**config.mk**
```make
export PLATFORM = sky130hd
export DESIGN_NAME = mux_scan
export DESIGN_NICKNAME = d
export VERILOG_FILES = /design/src/rtl/mux_scan.sv
export SDC_FILE = /design/constraint.sdc
export NUM_CORES = 1
export LEC_CHECK = 0
export ABC_AREA = 1
export CORE_MARGIN = 2
export CORE_UTILIZATION = 40
export CTS_CLUSTER_DIAMETER = 40
export DETAILED_ROUTE_END_ITERATION = 10
export GPL_TIMING_DRIVEN = 0
export PLACE_DENSITY = 0.79
export SYNTH_ARGS = -nofsm -noshare
export SYNTH_HDL_FRONTEND = slang
export SYNTH_SLANG_ARGS = --single-unit
```
**constraint.sdc**
```tcl
create_clock -name Clock -period 2.2 [get_ports Clock]
set_input_delay 0.44 -clock Clock [delete_from_list [all_inputs] [get_ports Clock]]
set_output_delay 0.44 -clock Clock [all_outputs]
set_load 0.05 [all_outputs]
```
**src/rtl/mux_scan.sv**
```systemverilog
// mux_scan: registered N-way data selector with a manual select mode and an
// automatic round-robin scan mode that dwells a fixed number of cycles on each
// channel. The Hold input freezes the whole block. Valid pulses on the first
// cycle F carries data from a newly selected channel. Err pulses when a manual
// load names a channel that does not exist.
module mux_scan #(
  parameter  int WIDTH    = 8,
  parameter  int CHANNELS = 4,
  parameter  int DWELL    = 3,
  localparam int SELW     = $clog2(CHANNELS)
) (
  input  logic                      Clock,
  input  logic                      Reset,
  input  logic [CHANNELS*WIDTH-1:0] In,
  input  logic [SELW-1:0]           S,
  input  logic                      Load,
  input  logic                      Mode,
  input  logic                      Hold,
  output logic [WIDTH-1:0]          F,
  output logic [SELW-1:0]           Ch,
  output logic                      Valid,
  output logic                      Err
);

  // The dwell counter must hold DWELL-1 and is never narrower than the select.
  localparam int DW = $clog2(DWELL + 1);
  localparam int CW = (DW > SELW) ? DW : SELW;

  localparam logic [SELW-1:0] CH_LAST  = SELW'(CHANNELS - 1);
  localparam logic [SELW:0]   CH_LIM   = (SELW + 1)'(CHANNELS);
  localparam logic [CW-1:0]   CNT_LAST = CW'(DWELL - 1);

  typedef enum logic {
    MANUAL = 1'b0,
    SCAN   = 1'b1
  } state_t;

  state_t            state, state_nx;
  logic [SELW-1:0]   ch_q, ch_nx;
  logic [CW-1:0]     cnt_q, cnt_nx;
  logic              valid_q, valid_nx;
  logic              err_q, err_nx;
  logic [WIDTH-1:0]  f_q, f_nx;

  // Control state register: mode, channel, dwell count and the two pulses.
  always_ff @(posedge Clock or posedge Reset) begin
    if (Reset) begin
      state   <= MANUAL;
      ch_q    <= '0;
      cnt_q   <= '0;
      valid_q <= 1'b0;
      err_q   <= 1'b0;
    end else begin
      state   <= state_nx;
      ch_q    <= ch_nx;
      cnt_q   <= cnt_nx;
      valid_q <= valid_nx;
      err_q   <= err_nx;
    end
  end

  // Next-state logic. The registered state decides how this edge behaves, so
  // the edge that enters SCAN only clears the counter and counting starts on
  // the following edge; the edge that leaves SCAN neither counts nor loads.
  always_comb begin
    state_nx = state;
    ch_nx    = ch_q;
    cnt_nx   = cnt_q;
    valid_nx = 1'b0;
    err_nx   = 1'b0;
    if (!Hold) begin
      state_nx = Mode ? SCAN : MANUAL;
      cnt_nx   = '0;
      if (state == MANUAL) begin
        if (Load) begin
          if ({1'b0, S} < CH_LIM) begin
            ch_nx    = S;
            valid_nx = (S != ch_q);
          end else begin
            err_nx = 1'b1;
          end
        end
      end else if (Mode) begin
        if (cnt_q == CNT_LAST) begin
          ch_nx    = (ch_q == CH_LAST) ? '0 : ch_q + SELW'(1);
          valid_nx = 1'b1;
        end else begin
          cnt_nx = cnt_q + CW'(1);
        end
      end
    end
  end

  // Output data select: F follows the channel that is in effect after the edge.
  always_comb begin
    f_nx = f_q;
    if (!Hold) begin
      f_nx = '0;
      for (int k = 0; k < CHANNELS; k++) begin
        if (ch_nx == SELW'(k)) begin
          f_nx = In[k*WIDTH +: WIDTH];
        end
      end
    end
  end

  // Output data register; cleared by reset so F shows 0 until the first edge.
  always_ff @(posedge Clock or posedge Reset) begin
    if (Reset) begin
      f_q <= '0;
    end else begin
      f_q <= f_nx;
    end
  end

  assign F     = f_q;
  assign Ch    = ch_q;
  assign Valid = valid_q;
  assign Err   = err_q;

endmodule

```
==> metrics.yaml <==
initial_utilization_pct: 42.3
worst_path_largest_cell_delay_ns: 0.84
peakVddDrop_v: 0.000585
fmax_mhz: 490
clock_path_buffers: 2
rows: 18
vias: 1148
p_total_mw: 1.09
rsz0062_at_grt: "no"
final_util_pct: 65.1
slowest_stage: "clkdlybuf4s50_1"
fin_cells: 236
num-nets-final: 247
path_clk_slew_ns: 0.09
drc: 0
die_area_um2: 3040
syn_inst: 153
grtUsageTotal_pct: 18.6
pwr-share-clk_pct: 17.7
ant_nets: 0
syn_nets: 193
drv_slew: 0
status: "finished, final reports clean"
place_inst: 232
grt_pass1_vias: 1021
drive_gt1_share_pct: 9.71
synth_cell_type_count: 24
ctsResizeCount: 0
critPathArrivalTime_ns: 1.60
post_drt_wl_per_cell_um: 11.5
p_sw_uw: 463
pin_count: 51
critical_path_buf_inv_count: 1
crit_type: "reg2out"
drv_cap: 0
relSlewSlack_pct: 65.0
port_buffers: 49
worst_slew_pin_slew_ns: 0.525
overflow: 0
critPathCaptureType: "primary output"
cts.sinks: 14
internal_power_uw: 628
numCtsBuffers: 3
worstPathRequired_ns: 1.76
ys_warn_count: 0
pwr-share-seq_pct: 30.7
cts_tree: "done"
cp-start-kind: "flop"
grt_max_degree: 15
first_iter_violations: 23
p_comb_share_pct: 51.6
cellPowerDensity_nw_per_um2: 677
synth-seq-area-share_pct: 33.5
dieHeight_um: 55.2
n_antenna_cell: 0
switching_share_pct: 42.4
finalSetupTns_ns: 0
dr.pass1.iters: 4
coreArea_um2: 2480
path_max_fanout: 7
cts_root_buffer: "clkbuf_4"
finalHoldViolCount: 0
period_needed_ns: 2.04
min_path_type: "in2async"
syn_area_um2: 1050
clkLatencyLatePin_ns: 0.29
power.leakage_nw: 0.823
path_cells: "clkdlybuf4s50_1"
dieWidth_um: 55.2
grt_pass1_wl_um: 4010
finalCritPeriodShare_pct: 92.8
wirelength_um: 2720
cp_top_family: "buffers and inverters"
antenna_found_initial: 0
dpl.hpwl_um: 2130
viasPerCell: 4.86
ctsHoldBuffers: 0
ys_seq_elements: 14
h-tree-depth: 1
avgSynthCellArea_um2: 6.84
setup_viol: 0
clock_skew_ns: 0.00479
post_cts_buffers: 0
fin_worst_hold_slack_ns: 0.471
gp_congestion: 0.723
area_growth_pct: 53.9
[cell usage in the layout (no fill, tap or decap), drive strengths merged, types with 2 or more instances in the layout]
cell | synthesis | routed
inv | 29 | 29
clkbuf | 0 | 4
buf | 6 | 6
a21oi | 11 | 11
a21o | 6 | 6
clkdlybuf4s50 | 0 | 49
xor2 | 2 | 2
nand2 | 45 | 45
nand3 | 27 | 27
o21ai | 4 | 4
dfrtp | 14 | 14
nor2 | 4 | 4
[kinds of logic after synthesis]
| logic type | Yosys count | synth area share, % |
|---|---|---|
| AO/OA/AOI/OAI | 22 | 12.1 |
| XOR/XNOR | 2 | 1.67 |
| adder cells (fa/ha/maj) | 1 | 1.19 |
| buffers and inverters | 35 | 15.5 |
| flip-flops | 14 | 33.5 |
| other | 1 | 0.358 |
| AND/OR/NAND/NOR | 78 | 35.7 |
[worst reg2reg max path, cell delays in order (launching register included)]
cell and delay, ns:
dfrtp_1 0.46, ha_1 0.22, or2_0 0.20, nand2_1 0.08, nand3_1 0.08, nand2_2 0.09, nand2_4 0.11, buf_6 0.17
nand3_1 0.09, nand3_1 0.10, nand2_1 0.08, nand2_1 0.05
[path summary, 6_finish.rpt]
check                      start  slack, ns  depth (start not counted)    end
setup / recovery           Ch[0]       0.16                          1  Ch[0]
hold / removal             Reset       0.47                          2   F[1]
setup reg to reg           Ch[0]       0.40                         11   F[6]
hold reg to reg             F[3]       0.49                          2   F[3]
max in group asynchronous  Reset       1.38                          2  Ch[0]
min in group Clock          F[3]       0.49                          2   F[3]
[cells in the mapped netlist]
| cell type | number | area, µm² |
|---|---|---|
| nand2_1 | 42 | 158 |
| inv_1 | 27 | 101 |
| nand3_1 | 24 | 120 |
| dfrtp_1 | 14 | 350 |
| a21oi_1 | 11 | 55.1 |
| a21o_1 | 6 | 45.0 |
| o21ai_0 | 4 | 20.0 |
| buf_6 | 3 | 33.8 |
| nand3_2 | 3 | 30.0 |
| buf_2 | 2 | 10.0 |
| nand2_4 | 2 | 22.5 |
| nor2_1 | 2 | 7.51 |
| xor2_1 | 2 | 17.5 |
| buf_4 | 1 | 7.51 |
| conb_1 | 1 | 3.75 |
| ha_1 | 1 | 12.5 |
| inv_2 | 1 | 3.75 |
| inv_4 | 1 | 6.26 |
| nand2_2 | 1 | 6.26 |
| nand4_1 | 1 | 6.26 |
| nor2_2 | 1 | 6.26 |
| nor2_4 | 1 | 11.3 |
| o22ai_1 | 1 | 6.26 |
| or2_0 | 1 | 6.26 |
[power groups by stage]
stage          logic (mW)  registers, mW  clock network, mW
2_1_floorplan       0.220          0.478                  0
3_3_place_gp        0.553          0.339                  0
3_5_place_dp        0.564          0.339                  0
4_1_cts             0.565          0.336              0.197
5_1_grt             0.603          0.341              0.205
6_report            0.563          0.336              0.193
[flip-flops by register name, summed over array words and instances, names as in the netlist]
| signal | count |
|---|---|
| cnt_q | 2 |
| Valid | 1 |
| state | 1 |
| Ch | 2 |
| F | 8 |
[routing by layer]
metal | GRT usage (%) | wire [µm]
met1 | 21.2 | 1180
met2 | 33.3 | 1280
met3 | 4.57 | 193
met4 | 6.91 | 61
met5 | 0 | 0
[stage by stage]
step | setup WS (ns) | cell area, µm²
after detailed placement | 0.134 | 1580
after CTS | 0.150 | 1610
after global placement | 0.166 | 1580
after floorplan | 0.353 | 1050
final | 0.159 | 1610
after global routing | 0.107 | 1610
[layout make-up]
class / count / area (µm²)
timing repair buffer: 49 / 490
tap: 30 / 37.5
buffer: 6 / 51.3
clock buffer: 4 / 36.3
fill: 222 / 866
multi-input combinational: 104 / 534
inverter: 29 / 111
sequential: 14 / 350
Power figures use the tool's default switching activity.
